### config.mk
export PLATFORM = sky130hd
export DESIGN_NAME = imm_ext_pipe
export DESIGN_NICKNAME = d
export VERILOG_FILES = /design/src/rtl/imm_pkg.sv /design/src/rtl/imm_format.sv /design/src/rtl/imm_ext_pipe.sv
export SDC_FILE = /design/constraint.sdc
export NUM_CORES = 1
export LEC_CHECK = 0
export BUFFER_PORTS_ARGS = -buffer_cell sky130_fd_sc_hd__buf_2
export CAP_MARGIN = 20
export CORE_AREA = 2 2 97 99
export CTS_BUF_LIST = sky130_fd_sc_hd__clkbuf_4
export CTS_CLUSTER_DIAMETER = 100
export DETAILED_ROUTE_END_ITERATION = 6
export DIE_AREA = 0 0 99 101
export PLACE_DENSITY = 0.76
export SLEW_MARGIN = 30
export SYNTH_ARGS = -nofsm -noshare
export SYNTH_HDL_FRONTEND = slang
export SYNTH_HIERARCHICAL = 1
export SYNTH_SLANG_ARGS = --single-unit
### constraint.sdc
create_clock -name clk -period 2 [get_ports clk]
set_clock_uncertainty 0.05 [all_clocks]
set_input_delay 0.2 -clock clk [delete_from_list [all_inputs] [get_ports clk]]
set_output_delay 0.2 -clock clk [all_outputs]
set_load 0.005 [all_outputs]
### src/rtl/imm_pkg.sv
// Shared types and constants for the immediate-extension pipeline.
package imm_pkg;

    localparam int unsigned IMM_IN_W      = 25;
    localparam int unsigned ILLEGAL_CNT_W = 16;

    // Immediate format select encodings.
    typedef enum logic [2:0] {
        ImmI       = 3'b000,
        ImmS       = 3'b001,
        ImmU       = 3'b010,
        ImmZ       = 3'b011,
        ImmSh      = 3'b100,
        ImmB       = 3'b101,
        ImmJ       = 3'b110,
        ImmIllegal = 3'b111
    } imm_src_e;

endpackage

### src/rtl/imm_format.sv
// Combinational immediate decoder: instruction bits [31:7] -> XLEN-wide immediate.
module imm_format
    import imm_pkg::*;
#(
    parameter int unsigned XLEN = 32
) (
    input  logic [IMM_IN_W-1:0] imm_in_i,
    input  imm_src_e            imm_src_i,
    output logic [XLEN-1:0]     imm_ext_o,
    output logic                illegal_o
);

    logic        sign;
    logic        sext;
    logic [31:0] val32;

    assign sign = imm_in_i[24];

    // Build the low 32 bits per format and record whether the top is sign- or zero-filled.
    always_comb begin
        val32     = '0;
        sext      = 1'b0;
        illegal_o = 1'b0;
        unique case (imm_src_i)
            ImmI: begin
                val32 = {{20{sign}}, imm_in_i[24:13]};
                sext  = 1'b1;
            end
            ImmS: begin
                val32 = {{20{sign}}, imm_in_i[24:18], imm_in_i[4:0]};
                sext  = 1'b1;
            end
            ImmB: begin
                val32 = {{19{sign}}, imm_in_i[24], imm_in_i[0], imm_in_i[23:18],
                         imm_in_i[4:1], 1'b0};
                sext  = 1'b1;
            end
            ImmU: begin
                val32 = {imm_in_i[24:5], 12'b0};
                sext  = 1'b1;
            end
            ImmJ: begin
                val32 = {{11{sign}}, imm_in_i[24], imm_in_i[12:5], imm_in_i[13],
                         imm_in_i[23:14], 1'b0};
                sext  = 1'b1;
            end
            ImmZ: begin
                val32 = {27'b0, imm_in_i[12:8]};
            end
            ImmSh: begin
                // RV64 shift amounts carry one extra bit.
                if (XLEN == 64) begin
                    val32 = {26'b0, imm_in_i[18:13]};
                end else begin
                    val32 = {27'b0, imm_in_i[17:13]};
                end
            end
            ImmIllegal: begin
                illegal_o = 1'b1;
            end
        endcase
    end

    // Widen to XLEN; the loop is empty when XLEN is 32.
    always_comb begin
        imm_ext_o       = '0;
        imm_ext_o[31:0] = val32;
        for (int i = 32; i < int'(XLEN); i++) begin
            imm_ext_o[i] = sext & val32[31];
        end
    end

endmodule

### src/rtl/imm_ext_pipe.sv
// Immediate extender with a two-entry (main + skid) valid/ready output buffer.
module imm_ext_pipe
    import imm_pkg::*;
#(
    parameter int unsigned XLEN  = 32,
    parameter int unsigned TAG_W = 5
) (
    input  logic                     clk,
    input  logic                     rst_n,
    input  logic                     InValid,
    output logic                     InReady,
    input  logic [IMM_IN_W-1:0]      ImmIn,
    input  logic [2:0]               ImmSrc,
    input  logic [TAG_W-1:0]         InTag,
    output logic                     OutValid,
    input  logic                     OutReady,
    output logic [XLEN-1:0]          ImmExt,
    output logic [TAG_W-1:0]         OutTag,
    output logic                     IllegalSrc,
    output logic [ILLEGAL_CNT_W-1:0] IllegalCount
);

    typedef struct packed {
        logic [XLEN-1:0]  imm;
        logic [TAG_W-1:0] tag;
        logic             ill;
    } entry_t;

    entry_t                   new_entry;
    entry_t                   main_q, main_d, skid_q, skid_d;
    logic                     main_valid_q, main_valid_d;
    logic                     skid_valid_q, skid_valid_d;
    logic                     in_ready_q, in_ready_d;
    logic [ILLEGAL_CNT_W-1:0] ill_cnt_q, ill_cnt_d;
    logic                     accept, drain;

    imm_format #(
        .XLEN (XLEN)
    ) u_imm_format (
        .imm_in_i  (ImmIn),
        .imm_src_i (imm_src_e'(ImmSrc)),
        .imm_ext_o (new_entry.imm),
        .illegal_o (new_entry.ill)
    );

    assign new_entry.tag = InTag;

    assign accept = InValid && in_ready_q;
    assign drain  = main_valid_q && OutReady;

    // Buffer next-state. in_ready_q mirrors !skid_valid_q, so accept never coincides with a full skid.
    always_comb begin
        main_d       = main_q;
        skid_d       = skid_q;
        main_valid_d = main_valid_q;
        skid_valid_d = skid_valid_q;
        if (drain) begin
            if (skid_valid_q) begin
                main_d       = skid_q;
                skid_valid_d = 1'b0;
            end else if (accept) begin
                main_d = new_entry;
            end else begin
                main_valid_d = 1'b0;
            end
        end else if (accept) begin
            if (main_valid_q) begin
                skid_d       = new_entry;
                skid_valid_d = 1'b1;
            end else begin
                main_d       = new_entry;
                main_valid_d = 1'b1;
            end
        end
        in_ready_d = !skid_valid_d;
    end

    // Illegal-request counter, bumped on acceptance and held at all-ones.
    always_comb begin
        ill_cnt_d = ill_cnt_q;
        if (accept && new_entry.ill && (ill_cnt_q != '1)) begin
            ill_cnt_d = ill_cnt_q + 1'b1;
        end
    end

    // State registers with synchronous active-low reset.
    always_ff @(posedge clk) begin
        if (!rst_n) begin
            main_q       <= '0;
            skid_q       <= '0;
            main_valid_q <= 1'b0;
            skid_valid_q <= 1'b0;
            in_ready_q   <= 1'b1;
            ill_cnt_q    <= '0;
        end else begin
            main_q       <= main_d;
            skid_q       <= skid_d;
            main_valid_q <= main_valid_d;
            skid_valid_q <= skid_valid_d;
            in_ready_q   <= in_ready_d;
            ill_cnt_q    <= ill_cnt_d;
        end
    end

    assign InReady      = in_ready_q;
    assign OutValid     = main_valid_q;
    assign ImmExt       = main_q.imm;
    assign OutTag       = main_q.tag;
    assign IllegalSrc   = main_q.ill;
    assign IllegalCount = ill_cnt_q;

endmodule

==> run summary, run 1 <==
## GRT
• 3721 — vias in the first global route
• 0 — final global-route overflow total
• 0.213 — global router's overall resource usage
• 0 — number of antenna violations at the first check in global routing
• 77 — pin count of the biggest net entering global routing
• 17300 um — first-pass GRT wire length

## Logic synthesis
• 532 — count of mapped cells out of synthesis
• sky130_fd_sc_hd__dfxtp_1 — most common flop cell mapped by yosys
• 570 — net count after synthesis
• 0 — share of synthesized registers carrying an async set or reset
• sky130_fd_sc_hd__dfxtp_1 (43%), sky130_fd_sc_hd__mux2i_1 (9.0%), sky130_fd_sc_hd__nand2_1 (7.8%) — synth top area cells
• sky130_fd_sc_hd__dfxtp_1 — top-count cell post-synth
• 95 — flop and latch count out of synthesis
• 6 — Yosys Warn Count
• 8.32 um^2 — per-instance average area after synthesis
• sky130_fd_sc_hd__dfxtp_1 (95), sky130_fd_sc_hd__nand2_1 (92), sky130_fd_sc_hd__a21oi_1 (63), sky130_fd_sc_hd__mux2i_1 (40) — top post-synthesis cells by count
• 0.429 — sequential cell area fraction in the yosys report
• 0.429 — share of the synthesized area in the top cell type
• 0 — number of synthesized flops with an enable pin
• sky130_fd_sc_hd__dfxtp_1 — biggest area consumer among synthesized cells
• 4430 um^2 — Post-Synthesis Cell Area
• 51 — number of distinct library cells after synthesis

## STA
• 0.549 GHz — FMAX
• 0 — Pins Over Slew Limit
• no — RSZ-0062 raised after global routing
• 0 — Final setup viols
• 0.519 ns — Tightest Pin Transition
• 1.82 ns — min cycle time layout
• 0.911 — period utilization
• 0.653 — Max-slew headroom
• 0 ns — total negative slack for setup checks
• 0 — Fin. Hold Viols

## Cells and area
• 1900 um^2 — storage element area
• 817 — total of fill cells in the finished design
• 18.6% — synthesis-to-finish area growth
• 655 — Total Nets Final
• 2330 um^2 — area taken by multi-input logic gates
• 0 — Antenna diodes
• 0.225 — ratio of cells with drive above 1 in the final layout
• 5250 um^2 — post-route cell area

## Setup path
• 5 — worst-path maximum fanout
• sky130_fd_sc_hd__or4_1 — slowest cell on the critical path
• register — Critical Path Source Type
• 0.49 ns — highest cell delay on the worst timing path
• ha_1 > and4_1 > nand3_2 > or4_1 > a21oi_1 — cells along the critical path
• simple AND/OR/NAND/NOR gates — CP top delay family
• IllegalCount[0] — r2r startpoint
• IllegalCount[14] — worst r2r dst
• 0.18 ns — register-to-register setup slack
• 5 — R2R depth
• 2.14 ns — arrival time of data at the critical path endpoint
• 0 — number of buffers and inverters on the critical path
• register — Critical Path Sink Type
• register to register — Crit Path Category
• 2.32 ns — required time reported for the critical path endpoint

## Placement
• 7460 um — total half-perimeter wirelength after legalization and detailed placement
• 0.868 — GPL Wtd Cong
• 5030 um^2 — placed instance area
• 92 — PortBufs

## Power and ir drop
• 712 nW/um^2 — power density over the cells
• 0.509 mV — Max rail drop VDD
• 2.38 nW — static power due to leakage

## Floorplan
• 10000 um^2 — floorplan die area
• 0.493 — effective utilization at floorplan
• 93 — Boundary Pins
• 35 — cell row count
• 99 um — Horiz. Die Dim
• 8980 um^2 — core box area
• 101 um — overall die height

## Route
• 14.6 um — wire length per cell after detailed routing
• 0 — drt drc
• 0 — ANT nets after route
• 4086 — via total after detailed routing
• 4 — router iterations before antenna repair
• 10700 um — drt total wl
• 5.58 — Avg Vias per Cell
• 132 — DRC violation total after the first TritonRoute iteration

## Worst hold path
• IllegalCount[4] — end point of the worst hold path
• rst_n — hold path startpoint
• primary input to register — class of the most critical hold timing path
• 2 — cell count of the worst hold path

## CTS
• 0.43 ns — Clk Latency, worst-skew pair
• sky130_fd_sc_hd__clkbuf_4 — buffer type at the clock tree root
• 0.15 ns — clock input transition at the sequential cells of the worst setup and hold paths
• built — TritonCTS clock tree
• 0 — Setup Fix Bufs, Post-CTS
• 9 — CTS buffer count
• 2 — maximum number of buffers from clock root to sink
• 3 — H-tree level count
• 0 — PostCTS Resize Cnt
• 95 — clock sink count

## Job
• 0 — Max Cap Violations

## Status
• finished clean — outcome

[power breakdown]
part / switching, mW / internal, mW
combinational: 0.318 / 0.245
clock: 0.634 / 0.499
sequential: 0.0526 / 1.99
total: 1.00 / 2.73
[cell families after synthesis]
family	after synthesis	share of synthesized area
flip-flops	95	0.429
XOR/XNOR	2	0.00396
AND/OR/NAND/NOR	201	0.221
multiplexers	41	0.0930
adder cells (fa/ha/maj)	1	0.00283
buffers and inverters	49	0.0500
AO/OA/AOI/OAI	143	0.199
[flip-flops by register name, summed over array words and instances (netlist names)]
register and flops:
skid_q 38, ImmExt 32, IllegalCount 16, OutTag 5, IllegalSrc 1, InReady 1, OutValid 1, skid_valid_q 1
[placed cells by master (no fill, tap or decap), drive strengths merged, types with 4 or more instances in the layout]
cell / instances
a211oi: 38
a21o: 8
a21oi: 63
and2: 8
and3: 4
buf: 108
clkbuf: 9
dfxtp: 95
dlygate4sd3: 7
inv: 9
mux2i: 40
nand2: 92
nand3: 19
nand4: 5
nor2: 38
nor2b: 11
o21ai: 19
o31ai: 5
or3: 7
or4: 4
[layout make-up]
cell class,instances,area share
multi-input cells,388,0.443
well taps,111,0.0265
repair buffers,115,0.133
flip-flops and latches,95,0.362
clock buffers,9,0.0129
inverters,8,0.00572
clock inverters,6,0.0162
[metal layers]
metal | global-route usage | share of wire
met1 | 0.259 | 0.43
met2 | 0.371 | 0.49
met3 | 0.0312 | 0.051
met4 | 0.100 | 0.027
met5 | 0 | 0
[worst max path at each step]
stage / from / endpoint / cells after the start
floorplan: ImmSrc[0] / IllegalCount[13] / 9
global placement: ImmSrc[2] / IllegalCount[13] / 7
detailed placement: ImmSrc[1] / IllegalCount[9] / 7
CTS: IllegalCount[0] / IllegalCount[14] / 5
global route: IllegalCount[0] / IllegalCount[14] / 5
finish: IllegalCount[0] / IllegalCount[14] / 5
[stage by stage]
stage | setup slack, ns | total power [mW] | hold slack (ns) | utilization | std cells
after global placement | 0.0788 | 2.62 | 0.391 | 0.560 | 710
after floorplan | 0.0149 | 2.41 | 0.286 | - | 532
after CTS | 0.179 | 3.77 | 0.0105 | 0.585 | 732
final | 0.178 | 3.74 | 0.0233 | 0.585 | 732
after detailed placement | 0.0570 | 2.63 | 0.396 | 0.560 | 710
after global routing | 0.0507 | 3.91 | 0.0105 | 0.585 | 732
[what timing repair did]
action                                  CTS  global route
hold buffers                              7             0
endpoints found under the setup margin    0             0
endpoints found under the hold margin     6             0
(Power assumes the default switching activity.)
==> run 2: changes to the inputs <==
--- a/config.mk
+++ b/config.mk
@@ -5,7 +5,7 @@
 export SDC_FILE = /design/constraint.sdc
 export NUM_CORES = 1
 export LEC_CHECK = 0
-export BUFFER_PORTS_ARGS = -buffer_cell sky130_fd_sc_hd__buf_2
+export BUFFER_PORTS_ARGS = -buffer_cell sky130_fd_sc_hd__clkbuf_2
 export CAP_MARGIN = 20
 export CORE_AREA = 2 2 97 99
 export CTS_BUF_LIST = sky130_fd_sc_hd__clkbuf_4
==> run 2 against run 1 <==
  * Sequential share of layout area rose by 0.34 points
  * Routed wire length barely moved
  * Utilization fell by 0.54 points
  * Register-to-register slack barely moved
  * Non-clock buffer count fell by 4
  * Sequential cell count did not move
  * First-iteration DRC count rose by 15%
  * Worst setup slack improved by 0.0049 ns
  * Largest cell class unchanged
  * Highest routed layer unchanged
==> run summary, run 2 (synthesis gave the netlist of run 1 again) <==
## Status
• finished clean — outcome

## CTS
• 9 — CTS buffer count
• built — TritonCTS clock tree
• 0 — PostCTS Resize Cnt
• 95 — clock sink count
• 0.42 ns — Clk Latency, worst-skew pair
• 3 — H-tree level count
• 2 — maximum number of buffers from clock root to sink
• sky130_fd_sc_hd__clkbuf_4 — buffer type at the clock tree root
• 0.14 ns — clock input transition at the sequential cells of the worst setup and hold paths

## Cells and area
• sky130_fd_sc_hd__dfxtp_1 — most common cell after layout, fill and taps aside
• 842 — total of fill cells in the finished design
• skid_q — Top reg by flops
• 0 — Antenna diodes
• 0.227 — ratio of cells with drive above 1 in the final layout
• 17.5% — synthesis-to-finish area growth
• 38 — flip-flop count of the largest register after layout
• sky130_fd_sc_hd__dfxtp_1 (95), sky130_fd_sc_hd__nand2_1 (92), sky130_fd_sc_hd__clkbuf_2 (92) — commonest cells after routing, fill and taps aside
• 651 — Total Nets Final

## Power and ir drop
• 2.34 nW — static power due to leakage
• 0.379 mV — Max rail drop VDD
• 702 nW/um^2 — power density over the cells

## STA
• 0.183 ns — post-layout worst setup margin
• 0 ns — total negative slack for setup checks
• 0 — Final setup viols
• 0.644 — Max-slew headroom
• 0.532 ns — Tightest Pin Transition
• 0 — Pins Over Slew Limit
• 0.908 — period utilization
• 0.550 GHz — FMAX
• 1.82 ns — min cycle time layout
• no — RSZ-0062 raised after global routing
• 0 — Fin. Hold Viols

## Worst hold path
• primary input to register — class of the most critical hold timing path

## Setup path
• simple AND/OR/NAND/NOR gates — CP top delay family
• register — Critical Path Source Type
• register — Critical Path Sink Type
• 2.31 ns — required time reported for the critical path endpoint
• ha_1 > and4_1 > nand3_2 > or4_1 > a21oi_1 — cells along the critical path
• 0 — number of buffers and inverters on the critical path
• sky130_fd_sc_hd__or4_1 — slowest cell on the critical path
• register to register — Crit Path Category
• 2.13 ns — arrival time of data at the critical path endpoint
• 5 — worst-path maximum fanout
• 0.49 ns — highest cell delay on the worst timing path

## Route
• 4073 — via total after detailed routing
• 0 — ANT nets after route
• 14.6 um — wire length per cell after detailed routing
• 152 — DRC violation total after the first TritonRoute iteration
• 10700 um — drt total wl
• 5.59 — Avg Vias per Cell
• 0 — drt drc
• 4 — router iterations before antenna repair

## Placement
• 7360 um — total half-perimeter wirelength after legalization and detailed placement
• 0.0484 ns — worst slack after detailed placement
• 92 — PortBufs
• 0.834 — GPL Wtd Cong

## GRT
• 0.214 — global router's overall resource usage
• 77 — pin count of the biggest net entering global routing
• 17300 um — first-pass GRT wire length
• 0 — final global-route overflow total
• 0 — number of antenna violations at the first check in global routing
• 3657 — vias in the first global route

## Floorplan
• 10000 um^2 — floorplan die area
• 93 — Boundary Pins
• 99 um — Horiz. Die Dim
• 35 — cell row count
• 0.493 — effective utilization at floorplan
• 8980 um^2 — core box area
• 101 um — overall die height

## Job
• 0 — Max Cap Violations

-- run 2: cell count changes in the layout (fill, tap and decap cells not counted), sizes merged --
cell	change
buf	-94
dlygate4sd3	-2
clkbuf	+94
bufinv	-1
-- run 2: cell type report --
type                       instances  area (um^2)  area share
clock inverter                     5         56.3      0.0108
tap                              111          139      0.0267
clock buffer                      11         82.6      0.0159
timing repair buffer             111          666       0.128
multi-input combinational        388         2330       0.447
inverter                           8         30.0     0.00577
sequential                        95         1900       0.366
-- run 2: stage by stage --
stage | instance area, um^2 | instances | total power [mW] | hold WS (ns) | utilization
2_1_floorplan | 4430 | 532 | 2.41 | 0.286 | -
3_3_place_gp | 5010 | 708 | 2.62 | 0.390 | 0.558
3_5_place_dp | 5010 | 708 | 2.64 | 0.396 | 0.558
4_1_cts | 5200 | 729 | 3.68 | 0.0283 | 0.579
5_1_grt | 5200 | 729 | 3.83 | 0.0380 | 0.579
6_report | 5200 | 729 | 3.65 | 0.0500 | 0.579
-- run 2: worst reg2reg max path: cells and delay by family, from the launching register on --
kind / cells / cell delay, ns
AOI/OAI and AO/OA: 1 / 0.15
DFF: 1 / 0.41
adders and majority gates: 1 / 0.25
and+or+nand+nor: 3 / 0.90
-- run 2: power breakdown --
group / switching (mW) / internal (mW) / total [mW]
clock network: 0.640 / 0.411 / 1.05
logic: 0.318 / 0.240 / 0.558
registers: 0.0569 / 1.99 / 2.04
total: 1.01 / 2.64 / 3.65
-- run 2: timing repair --
item / 4_1_cts / 5_1_grt
setup buffers: 0 / 0
hold endpoints to repair: 5 / 0
hold buffers: 5 / 0
-- run 2: final timing paths --
kind,startpoint,to,slack [ns],depth (start not counted)
min,OutReady,InReady,0.05,3
max reg2reg,IllegalCount[0],IllegalCount[14],0.18,5
min reg2reg,skid_q[35],skid_q[35],0.41,2
max,IllegalCount[0],IllegalCount[14],0.18,5
-- run 2: routing by layer --
layer / wire [um] / track usage / part of all wire
met1: 4590 / 0.279 / 0.43
met2: 5420 / 0.362 / 0.51
met3: 540 / 0.0312 / 0.051
met4: 114 / 0.0748 / 0.011
met5: 0 / 0 / 0
